`src/rtl/dmem_arb_pkg.sv`:
```
// Shared types and constants for the data-memory port arbiter.
`timescale 1ns/1ps
package dmem_arb_pkg;

  typedef enum logic [1:0] {
    IDLE = 2'b00,
    PROC = 2'b01,
    HOST = 2'b10
  } arb_state_t;

  localparam logic [1:0] ST_IDLE = 2'b00;
  localparam logic [1:0] ST_PROC = 2'b01;
  localparam logic [1:0] ST_HOST = 2'b10;

  localparam int CNT_W = 16;

  // Reserved status 2'b11 falls back to IDLE.
  function automatic arb_state_t decode_status(input logic [1:0] status);
    arb_state_t st;
    case (status)
      ST_PROC: st = PROC;
      ST_HOST: st = HOST;
      default: st = IDLE;
    endcase
    return st;
  endfunction

endpackage

```
`src/rtl/dmem_port_arbiter_rr_arbiter.sv`:
```
// Round-robin arbiter with a registered priority pointer; the pointer only
// moves past the winner, so an idle cycle leaves fairness untouched.
`timescale 1ns/1ps
module rr_arbiter #(
  parameter int N = 4
) (
  input  logic         clock,
  input  logic         reset_n,
  input  logic [N-1:0] req,
  input  logic         enable,
  output logic [N-1:0] gnt
);

  localparam int PW = (N > 1) ? $clog2(N) : 1;

  logic [PW-1:0] ptr_r;
  logic [PW-1:0] ptr_next;
  logic          found;
  logic          hit;
  int            idx;

  // Scan from the pointer, wrapping modulo N, and take the first requester.
  always_comb begin
    gnt      = {N{1'b0}};
    ptr_next = ptr_r;
    found    = 1'b0;
    hit      = 1'b0;
    idx      = 0;
    for (int off = 0; off < N; off++) begin
      idx      = int'(ptr_r) + off;
      idx      = (idx >= N) ? (idx - N) : idx;
      hit      = enable && !found && req[idx];
      gnt[idx] = gnt[idx] | hit;
      ptr_next = hit ? ((idx == N - 1) ? {PW{1'b0}} : PW'(idx + 1)) : ptr_next;
      found    = found | hit;
    end
  end

  // Priority pointer register.
  always_ff @(posedge clock or negedge reset_n) begin
    if (!reset_n) begin
      ptr_r <= {PW{1'b0}};
    end else begin
      ptr_r <= ptr_next;
    end
  end

endmodule

```
`src/rtl/dmem_port_arbiter.sv`:
```
// Arbitrates NUM_CORES core ports and one host port onto one synchronous
// data-memory port. Optional per-core grant counters: DMEM_ARB_PERF_CNT_EN.
`timescale 1ns/1ps
module dmem_port_arbiter
  import dmem_arb_pkg::*;
#(
  parameter int NUM_CORES = 4,
  parameter int DATA_W    = 16,
  parameter int ADDR_W    = 16
) (
  input  logic                        clock,
  input  logic                        reset_n,
  input  logic [1:0]                  status,
  input  logic [NUM_CORES-1:0]        core_req,
  input  logic [NUM_CORES-1:0]        core_we,
  input  logic [NUM_CORES*ADDR_W-1:0] core_addr,
  input  logic [NUM_CORES*DATA_W-1:0] core_wdata,
  output logic [NUM_CORES-1:0]        core_gnt,
  input  logic                        host_req,
  input  logic                        host_we,
  input  logic [ADDR_W-1:0]           host_addr,
  input  logic [DATA_W-1:0]           host_wdata,
  output logic                        host_gnt,
  output logic                        mem_en,
  output logic                        mem_we,
  output logic [ADDR_W-1:0]           mem_addr,
  output logic [DATA_W-1:0]           mem_wdata,
  input  logic [DATA_W-1:0]           mem_rdata,
  output logic [DATA_W-1:0]           rd_data,
  output logic [NUM_CORES-1:0]        core_rvalid,
  output logic                        host_rvalid,
  output logic [NUM_CORES*16-1:0]     perf_gnt_cnt
);

  localparam int ID_W = $clog2(NUM_CORES);

  arb_state_t        state_r;
  logic              proc_en;
  logic              sel_valid;
  logic              sel_we;
  logic [ADDR_W-1:0] sel_addr;
  logic [DATA_W-1:0] sel_wdata;
  logic [ID_W-1:0]   sel_id;

  // Read-return tag pipeline: stage 1 aligns with mem_*, stage 2 with mem_rdata.
  logic              tag1_v, tag2_v;
  logic              tag1_host, tag2_host;
  logic [ID_W-1:0]   tag1_id, tag2_id;

  // Mode register; grants follow it, so status changes act one cycle late.
  always_ff @(posedge clock or negedge reset_n) begin
    if (!reset_n) begin
      state_r <= IDLE;
    end else begin
      state_r <= decode_status(status);
    end
  end

  assign proc_en  = (state_r == PROC);
  assign host_gnt = (state_r == HOST) && host_req;

  rr_arbiter #(.N(NUM_CORES)) u_rr (
    .clock   (clock),
    .reset_n (reset_n),
    .req     (core_req),
    .enable  (proc_en),
    .gnt     (core_gnt)
  );

  // One-hot OR-mux of the granted requester's fields; host and cores never coexist.
  always_comb begin
    sel_valid = (|core_gnt) | host_gnt;
    sel_we    = 1'b0;
    sel_addr  = {ADDR_W{1'b0}};
    sel_wdata = {DATA_W{1'b0}};
    sel_id    = {ID_W{1'b0}};
    for (int i = 0; i < NUM_CORES; i++) begin
      sel_we    = sel_we | (core_gnt[i] & core_we[i]);
      sel_addr  = sel_addr  | ({ADDR_W{core_gnt[i]}} & core_addr[i*ADDR_W +: ADDR_W]);
      sel_wdata = sel_wdata | ({DATA_W{core_gnt[i]}} & core_wdata[i*DATA_W +: DATA_W]);
      sel_id    = sel_id    | (core_gnt[i] ? ID_W'(i) : {ID_W{1'b0}});
    end
    if (host_gnt) begin
      sel_we    = host_we;
      sel_addr  = host_addr;
      sel_wdata = host_wdata;
    end else begin
      sel_we    = sel_we;
    end
  end

  // Memory command register; address/data hold while idle, write enable drops.
  always_ff @(posedge clock or negedge reset_n) begin
    if (!reset_n) begin
      mem_en    <= 1'b0;
      mem_we    <= 1'b0;
      mem_addr  <= {ADDR_W{1'b0}};
      mem_wdata <= {DATA_W{1'b0}};
    end else if (sel_valid) begin
      mem_en    <= 1'b1;
      mem_we    <= sel_we;
      mem_addr  <= sel_addr;
      mem_wdata <= sel_wdata;
    end else begin
      mem_en    <= 1'b0;
      mem_we    <= 1'b0;
    end
  end

  // Tag shift pipeline; independent of state so issued reads always return.
  always_ff @(posedge clock or negedge reset_n) begin
    if (!reset_n) begin
      tag1_v    <= 1'b0;
      tag1_host <= 1'b0;
      tag1_id   <= {ID_W{1'b0}};
      tag2_v    <= 1'b0;
      tag2_host <= 1'b0;
      tag2_id   <= {ID_W{1'b0}};
    end else begin
      tag1_v    <= sel_valid & ~sel_we;
      tag1_host <= host_gnt;
      tag1_id   <= sel_id;
      tag2_v    <= tag1_v;
      tag2_host <= tag1_host;
      tag2_id   <= tag1_id;
    end
  end

  // Read-return register with one-cycle valid pulse.
  always_ff @(posedge clock or negedge reset_n) begin
    if (!reset_n) begin
      rd_data     <= {DATA_W{1'b0}};
      core_rvalid <= {NUM_CORES{1'b0}};
      host_rvalid <= 1'b0;
    end else begin
      rd_data     <= tag2_v ? mem_rdata : rd_data;
      core_rvalid <= (tag2_v && !tag2_host) ?
                     ({{(NUM_CORES-1){1'b0}}, 1'b1} << tag2_id) : {NUM_CORES{1'b0}};
      host_rvalid <= tag2_v & tag2_host;
    end
  end

`ifdef DMEM_ARB_PERF_CNT_EN
  logic [CNT_W-1:0] cnt_r [NUM_CORES];
  logic             perf_clear;

  assign perf_clear = (state_r == IDLE) && (decode_status(status) == PROC);

  // Saturating per-core grant counters, cleared when processing (re)starts.
  always_ff @(posedge clock or negedge reset_n) begin
    if (!reset_n) begin
      for (int i = 0; i < NUM_CORES; i++) cnt_r[i] <= {CNT_W{1'b0}};
    end else begin
      for (int i = 0; i < NUM_CORES; i++) begin
        if (perf_clear) begin
          cnt_r[i] <= {CNT_W{1'b0}};
        end else if (core_gnt[i] && (cnt_r[i] != {CNT_W{1'b1}})) begin
          cnt_r[i] <= cnt_r[i] + {{(CNT_W-1){1'b0}}, 1'b1};
        end else begin
          cnt_r[i] <= cnt_r[i];
        end
      end
    end
  end

  for (genvar g = 0; g < NUM_CORES; g++) begin : g_perf
    assign perf_gnt_cnt[g*16 +: 16] = cnt_r[g];
  end
`else
  assign perf_gnt_cnt = {(NUM_CORES*16){1'b0}};
`endif

endmodule

```
`config.mk`:
```
export PLATFORM = sky130hd
export DESIGN_NAME = dmem_port_arbiter
export DESIGN_NICKNAME = d
export VERILOG_FILES = /design/src/rtl/dmem_arb_pkg.sv /design/src/rtl/dmem_port_arbiter_rr_arbiter.sv /design/src/rtl/dmem_port_arbiter.sv
export SDC_FILE = /design/constraint.sdc
export NUM_CORES = 1
export LEC_CHECK = 0
export ABC_AREA = 0
export CAP_MARGIN = 20
export CORE_UTILIZATION = 25
export CTS_BUF_LIST = sky130_fd_sc_hd__clkbuf_8
export CTS_CLUSTER_DIAMETER = 50
export DETAILED_ROUTE_END_ITERATION = 16
export HOLD_SLACK_MARGIN = 0.05
export SLEW_MARGIN = 20
export SYNTH_ARGS = -nofsm -noshare
export SYNTH_HDL_FRONTEND = slang
export SYNTH_HIERARCHICAL = 1
export SYNTH_SLANG_ARGS = --single-unit
```
`constraint.sdc`:
```
create_clock -name clock -period 9.1 [get_ports clock]
set_clock_uncertainty 0.15 [all_clocks]
set_input_delay 1.365 -clock clock [delete_from_list [all_inputs] [get_ports clock]]
set_output_delay 1.365 -clock clock [all_outputs]
set_load 0.03 [all_outputs]
```
### Yosys cells after proc, flatten, opt, wreduce, memory -nomap -nowiden

Index checks and enable logic that the tools add are counted.

* flip-flop bits (word level): 67
* input port bits: 190
* output and inout bits: 124
* word-level logic and storage cells: 157

* add/sub/neg operators: 11
* magnitude comparators: 12
* equality and inequality tests: 8
* shift operators: 1
* muxes and demuxes: 57
* bitwise operators: 34
* reductions and logical operators: 19

Operator list (number)
* $and 16x16->16: 8
* $eq 32x3->1 const B: 4
* $ge 32x1->1 const B: 4
* $lt 32x4->1 const B: 4
* $mux 32: 4
* $ge 32x4->1 const B: 3
* $or 16x16->16: 6
* $sub 32x4->32 const B: 3
* $mux 16: 2
* $mux 1: 24
* $mux 2: 10
* $bmux 1 s2: 8
* $logic_and 1x1->1: 13
* $bwmux 4: 3
* $or 1x1->1: 10
* $add 2x2->2 const B: 4
* $demux 1 s2: 4
* $add 2x2->3 const B: 2
* $and 1x1->1: 6
* $and 4x4->4: 1
* $eq 2x1->1 const B: 2
* $eq 2x2->1 const B: 2
* $logic_not 1->1: 4
* $mux 4: 1
* 10 further kinds: 10

### Depth between registers and ports, before layout

* depth in word-level cells: 30
* depth in mapped cells: 18
* depth with buffers taken out: 12

### By module

Netlist, hierarchy kept.

By module, submodules not included
* dmem_port_arbiter: times used 1, cells an instance 389, area each 3712.3 µm², seq. area each 1626.6 µm²
* rr_arbiter: times used 1, cells an instance 125, area each 915.9 µm², seq. area each 50.0 µm²

### Worst setup path before layout

Ideal clock, no wire load.

* kind: input -> output
* start: input port core_req[2]
* end: output port core_gnt[3]
* data arrival time: 3527 ps
* data required time: 7585 ps
* path slack: 4058 ps
* cell stages on the path: 6
* buffers on the path: 0
* path through: mux4_2 -> or4b_4 -> and2_4 -> a21oi_4 -> a211oi_2 -> a31oi_1

* longest elaborated chain between the ends: 21
* elaborated cells between the ends (all ways): 41
* those cells by class: 24 x mux; 7 x bitwise; 10 x reduce/logical

Ends and longest elaborated chain
* start: declaration: line dmem_port_arbiter.sv:14 `input logic [NUM_CORES-1:0] core_req,`
* $bmux 1 s2: line dmem_port_arbiter_rr_arbiter.sv:32 `hit = enable && !found && req[idx];`
* $mux 1 (not written as such) (2 in series): line dmem_port_arbiter_rr_arbiter.sv:32
* $logic_and 1x1->1: line dmem_port_arbiter_rr_arbiter.sv:32
* $or 1x1->1: line dmem_port_arbiter_rr_arbiter.sv:33 `gnt[idx] = gnt[idx] | hit;`
* $and 4x4->4 (no line)
* $bmux 1 s2: line dmem_port_arbiter_rr_arbiter.sv:33
* $mux 1 (not written as such) (2 in series): line dmem_port_arbiter_rr_arbiter.sv:33
* $or 1x1->1: line dmem_port_arbiter_rr_arbiter.sv:33
* $bwmux 4: line dmem_port_arbiter_rr_arbiter.sv:33
* $bmux 1 s2: line dmem_port_arbiter_rr_arbiter.sv:33
* $mux 1 (not written as such) (2 in series): line dmem_port_arbiter_rr_arbiter.sv:33
* $or 1x1->1: line dmem_port_arbiter_rr_arbiter.sv:33
* $bwmux 4: line dmem_port_arbiter_rr_arbiter.sv:33
* $bmux 1 s2: line dmem_port_arbiter_rr_arbiter.sv:33
* $mux 1 (not written as such) (2 in series): line dmem_port_arbiter_rr_arbiter.sv:33
* $or 1x1->1: line dmem_port_arbiter_rr_arbiter.sv:33
* $bwmux 4 (*): line dmem_port_arbiter_rr_arbiter.sv:33
* end: declaration: line dmem_port_arbiter.sv:18 `output logic [NUM_CORES-1:0] core_gnt,`

Mark *: on every way between the ends. The rest lies on a longest branch, timed or not. The select of a mux whose other input is x is not followed.

### Worst setup path after layout

* start: register u_rr.ptr_r[0]
* end: output port core_gnt[0]

* longest elaborated chain between the ends: 23
* elaborated cells between the ends (all ways): 79
* those cells by class: 7 x add/sub; 12 x order compare; 39 x mux; 7 x bitwise; 14 x reduce/logical

Ends and longest elaborated chain
* start: declaration: line dmem_port_arbiter_rr_arbiter.sv:16 `logic [PW-1:0] ptr_r;`
* start signal: assignment: line dmem_port_arbiter_rr_arbiter.sv:42 `ptr_r <= {PW{1'b0}};`
* start signal: assignment: line dmem_port_arbiter_rr_arbiter.sv:44 `ptr_r <= ptr_next;`
* branches (longest 22 deep; another with $sub 32x4->32)
* $bwmux 4 (*): line dmem_port_arbiter_rr_arbiter.sv:33

Every way passes the cells marked *. The select of a mux whose other input is x is not followed.

==> reports/results.tsv <==
stage	metric	value	unit
clock_tree	root_buffer	clkbuf_8	
clock_tree	cts-resized-gates	0	
die	die_w	138	µm
setup_path	reg2reg_from	u_rr/ptr_r[0]	
power	powerDensity	384	nW/µm²
synth	syn-cell-area	4630	µm²
sta	rsz0062_at_grt	false	
global_route	grt_pass1_vias	4511	
clock_tree	htreeDepth	3	
setup_path	cp_slowest_stage_delay	0.89	ns
synth	synth_top_area_share	36.2	%
die	rows	49	
setup_path	start_kind	flop	
final_layout	fin_nets	936	
setup_path	critPathCaptureType	output pin	
power	pwr-share-comb	69.1	%
final_layout	synthToLayoutAreaGrowth	57.9	%
setup_path	critPathKind	flop to output pin	
power	pwr-share-clk	11.1	%
synth	synth-edff-count	0	
placement	gp_congestion	0.824	
setup_path	critPathMaxFanout	36	
clock_tree	numClockSinks	67	
power	p_int	1.45	mW
min_path	hold_path_class	flop to flop	
global_route	antenna_found_initial	0	
detailed_routing	routedWlPerCell	16.9	µm
synth	syn_avg_cell_area	9.00	µm²
global_route	grt_first_pass_wirelength	25300	µm
synth	ys_ff_latch	67	
clock_tree	numCtsBuffers	9	
setup_path	critPathSlowestCell	dfrtp_1	
global_route	grt_max_degree	68	
synth	synthTopCellsByArea	dfrtp_1, a22oi_1, buf_4, and3_1, mux2_2	
synth	synthCells	514	
detailed_routing	drc	0	
sta	final-max-slew-violation-count	0	
sta	tightest_slew	0.867	ns
global_route	grt.overflow.total	0	
setup_path	crit_required	7.59	ns
power	pwr-share-seq	19.8	%
detailed_routing	vias_per_cell	4.73	
setup_path	crit_chain	clkinv_1 -> ha_1 -> mux4_2 -> or4b_4 -> o41ai_2 -> o21ai_1 -> a21oi_1 -> o21ai_0 -> a31oi_4 -> buf_4 -> clkdlybuf4s50_1	
final_layout	fill_cells	1848	
run	max_cap_viol_count	0	
global_route	grt_usage	17.0	%
setup_path	worst-path-stages	11	
synth	async_reset_ff_share	100	%
final_layout	drive_gt1_share	8.34	%
setup_path	critPathBufInv	3	
clock_tree	cts.path.max_buffers	2	
setup_path	r2r_cells	13	
die	ios	314	
final_layout	utilization	40.5	%
die	die_h	138	µm
detailed_routing	ant_nets	0	
synth	synth_warnings	6	
die	start_util	25.7	%
clock_tree	clk_latency	0.35	ns
die	core	18000	µm²
placement	hpwl	11400	µm
setup_path	worstSetupStartpoint	u_rr/ptr_r[0]	
setup_path	crit_end	core_gnt[0]	
sta	setup_violations	0	
power	leakage	2.92	nW
final_layout	diodes	0	
outcome	status	finished clean	
clock_tree	post_cts_buffers	0	
die	die-area	19100	µm²
setup_path	r2r-end	mem_wdata[10]	
synth	yosys_most_used_dff	dfrtp_1	
clock_tree	cts_tree	done	
setup_path	r2r_slack	2.70	ns
sta	tns	0	ns
detailed_routing	wl	16400	µm
power	p_sw_share	48.2	%
synth	seq_area_frac_synth	36.2	%
synth	yosysTopAreaCell	dfrtp_1	
clock_tree	clkTransAtPathRegs	0.07	ns
setup_path	cp.arrival	5.95	ns
clock_tree	cts_hold_buf	0	
sta	timing.final.crit_share	82.0	%
power	switchingPower	1.35	mW
sta	fmax	134	MHz
detailed_routing	drtPass1Iterations	4	
sta	post-route-min-period	7.46	ns
sta	max_slew_margin	42.2	%
placement	io_buffer_count	249	
sta	final-hold-violation-count	0	
detailed_routing	vias	4597	
setup_path	cp_top_family	buffers and inverters	
power	ir_drop	0.617	mV
detailed_routing	drt_iter0_drc	178	
synth	ys_types	54	
sequential cells by signal (all words and copies together) (netlist names):
register     cells
mem_addr        16
mem_wdata       16
rd_data         16
core_rvalid      4
state_r          2
tag1_id          2
tag2_id          2
u_rr/ptr_r       2
host_rvalid      1
mem_en           1
mem_we           1
tag1_host        1
tag1_v           1
tag2_host        1
tag2_v           1
worst min path at each step:
| stage | from | to | slack (ns) | depth (start not counted) |
|---|---|---|---|---|
| after floorplan | tag1_host | tag2_host | 0.18 | 0 |
| after global placement | tag1_host | tag2_host | 0.18 | 0 |
| after detailed placement | tag1_id[0] | tag2_id[0] | 0.19 | 0 |
| after CTS | tag1_host | tag2_host | 0.21 | 0 |
| after global routing | tag1_host | tag2_host | 0.21 | 0 |
| final | tag1_host | tag2_host | 0.20 | 0 |
cells by family after synthesis:
kind of cell,share of synthesized area [%]
simple gates,14.5
buf+inv,15.5
mux,6.57
other cells,0.0810
fa+ha+maj,2.16
compound gates,25.0
flops,36.2
cells in the final DEF (no fill, tap or decap), drive strengths merged, types with 6 or more instances in the layout:
cell | netlist | layout
dfrtp | 67 | 67
nand2 | 41 | 41
nand3 | 6 | 6
conb | 1 | 64
a21oi | 9 | 9
mux2 | 19 | 19
ha | 8 | 8
clkbuf | 31 | 10
buf | 74 | 7
nor2b | 9 | 9
o21ai | 73 | 73
a22oi | 66 | 66
nor2 | 11 | 11
inv | 7 | 7
and3 | 35 | 35
clkdlybuf4s50 | 0 | 248
through the flow:
step / instances / setup slack [ns] / power [mW] / area, µm² / hold slack [ns]
4_1_cts: 972 / 1.61 / 2.85 / 7310 / 0.206
5_1_grt: 972 / 1.25 / 3.02 / 7310 / 0.210
6_report: 972 / 1.64 / 2.81 / 7310 / 0.204
3_5_place_dp: 956 / 2.04 / 2.52 / 7060 / 0.186
3_3_place_gp: 956 / 2.05 / 2.51 / 7060 / 0.182
2_1_floorplan: 577 / 4.06 / 1.90 / 4860 / 0.181
power groups by stage:
stage	Clock [mW]	Sequential (mW)	Combinational [mW]
after CTS	0.328	0.557	1.96
final	0.312	0.556	1.94
after floorplan	0	0.766	1.14
after global placement	0	0.557	1.95
after detailed placement	0	0.561	1.95
after global routing	0.341	0.577	2.10
cells in the mapped netlist (all sizes together) (3+ instances only):
cell / number
a211oi: 4
a21oi: 9
a22oi: 66
a31oi: 5
and3: 35
buf: 74
clkbuf: 31
dfrtp: 67
ha: 8
inv: 7
mux2: 19
mux4: 4
nand2: 41
nand3: 6
nor2: 11
nor2b: 9
nor3: 5
o21ai: 73
o22ai: 4
or2: 3
layout make-up:
class | instances | area (µm²) | area share, %
inverter | 8 | 30.0 | 0.411
multi-input combinational | 397 | 2530 | 34.6
timing repair buffer | 255 | 2530 | 34.7
tap | 229 | 287 | 3.92
sequential | 67 | 1680 | 22.9
clock buffer | 10 | 138 | 1.88
clock inverter | 6 | 113 | 1.54
per-layer routing:
layer | part of all wire [%] | GRT usage, % | up-vias
met5 | 0 | 0 | -
met4 | 0.86 | 4.45 | 0
met3 | 7.0 | 5.09 | 11
met2 | 48 | 28.4 | 192
met1 | 44 | 21.3 | 2189
li1 | - | - | 2205
Power figures use the tool's default switching activity.
==> patch (config.mk and constraints unchanged) <==
Set the parameter `ADDR_W` to 15 (it was 16).
--- a/src/rtl/dmem_port_arbiter.sv
+++ b/src/rtl/dmem_port_arbiter.sv
@@ -6,7 +6,7 @@
 #(
   parameter int NUM_CORES = 4,
   parameter int DATA_W    = 16,
-  parameter int ADDR_W    = 16
+  parameter int ADDR_W    = 15
 ) (
   input  logic                        clock,
   input  logic                        reset_n,
Ports: changed (resized core_addr, host_addr and mem_addr); port bits go from 314 to 308. No check against the original RTL was run, so the function may have changed too.
==> patch against the unedited design <==
Setup slack gained 0.47 ns; final area is 1.9% lower; synthesized area decreased by 1.3%; routed wire length grew 0.52%; total power shrank 1.6%; die area decreased by 1.3%; critical path type unchanged; sequential cell count down 1; non-clock buffer count shrank 6; critical endpoint is now core_gnt[3]; largest cell class is now multi-input gates; highest routed layer unchanged; global-route usage is 0.27 points lower; via count fell by 1.7%.
==> patch: results (changes against the unedited design) <==
- Outcome: completed (unchanged)
- R2R Path End: mem_wdata[0] (was mem_wdata[10])
- GP Congestion: 0.8436 (was 0.8235)
- Data buffer area share: 0.3454 (was 0.3469)
- Pleak: 0.002862 uW (was 0.002919 uW)
- Multi-input combinational area share: 0.3480 (was 0.3461)
- Met2 WL: 7.876 mm (was 7.943 mm)
- Largest net degree at the start of global routing: 67 (was 68)
- Peak supply drop: 0.0004366 V (was 0.0006169 V)
- Post-Place Cell Area: 0.006937 mm^2 (was 0.007057 mm^2)
- Top cells by area, synth: dfrtp_1, a22oi_1, buf_4 (unchanged)
- Initial drt markers: 200 (was 178)
- Regs by FF count: mem_wdata (16), rd_data (16), mem_addr (15) (was mem_addr (16), mem_wdata (16), rd_data (16))
- Switching pwr: 1362 uW (was 1352 uW)
- Fin nets: 918 (was 936)
- DP Worst Slack: 2.527 ns (was 2.037 ns)
- CTS sink count: 66 (was 67)
- Via/cell ratio: 4.709 (was 4.729)
- Critical path fanouts, max: 23 (was 36)
- GR met2 Demand/Resource: 0.2806 (was 0.2839)
- Non-CTS buffers: 249 (was 255)
- Met1 usage: 0.2165 (was 0.2131)
- Post-synthesis sequential area ratio: 0.3615 (was 0.3623)
- Most frequent cells after synthesis: dfrtp_1, a22oi_1, buf_4, nand2_1, o21ai_0 (unchanged)
- Area Growth Syn to Fin: 56.86% (was 57.88%)
- Met3 WL: 1.388 mm (was 1.147 mm)
- Combinational power share: 0.699 (was 0.691)
- Vias in the first global route: 4174 (was 4511)
- First-pass GRT wire length: 23.57 mm (was 25.32 mm)
- Layout cell share with drive strength beyond 1: 0.08493 (was 0.08345)
- Multi-input gates: 391 (was 397)
- Met3 Usage GRT: 0.04121 (was 0.05092)
- Number of fill cells: 1841 (was 1848)
- R2R Setup Slk: 2.73 ns (was 2.70 ns)
- Worst Setup EP: core_gnt[3] (was core_gnt[0])
- Total GRT Usage: 0.1674 (was 0.1702)
[patch: power by group through the flow]
stage,registers [uW],logic [uW],clock network [uW]
global route,565,2090,313
detailed placement,551,1940,0
global placement,547,1940,0
floorplan,753,1120,0
CTS,545,1950,303
finish,543,1930,288
[patch: how the worst min path moves through the flow]
stage / to / slack [ns]
after floorplan: tag2_host / 0.18
after global placement: tag2_id[0] / 0.18
after detailed placement: tag2_host / 0.18
after CTS: tag2_host / 0.20
after global routing: tag2_id[1] / 0.23
final: tag2_host / 0.20
[patch: through the flow]
step	hold WS [ns]	cells
global placement	0.1817	943
CTS	0.2035	959
finish	0.2025	960
floorplan	0.1812	570
detailed placement	0.1847	943
global route	0.2301	959
[patch: cell families after synthesis]
group	synth area share
AOI/OAI and AO/OA	0.2482
and+or+nand+nor	0.1443
buffers and inverters	0.1567
DFF	0.3615
muxes	0.06656
adders and majority gates	0.02191
other	0.0008209
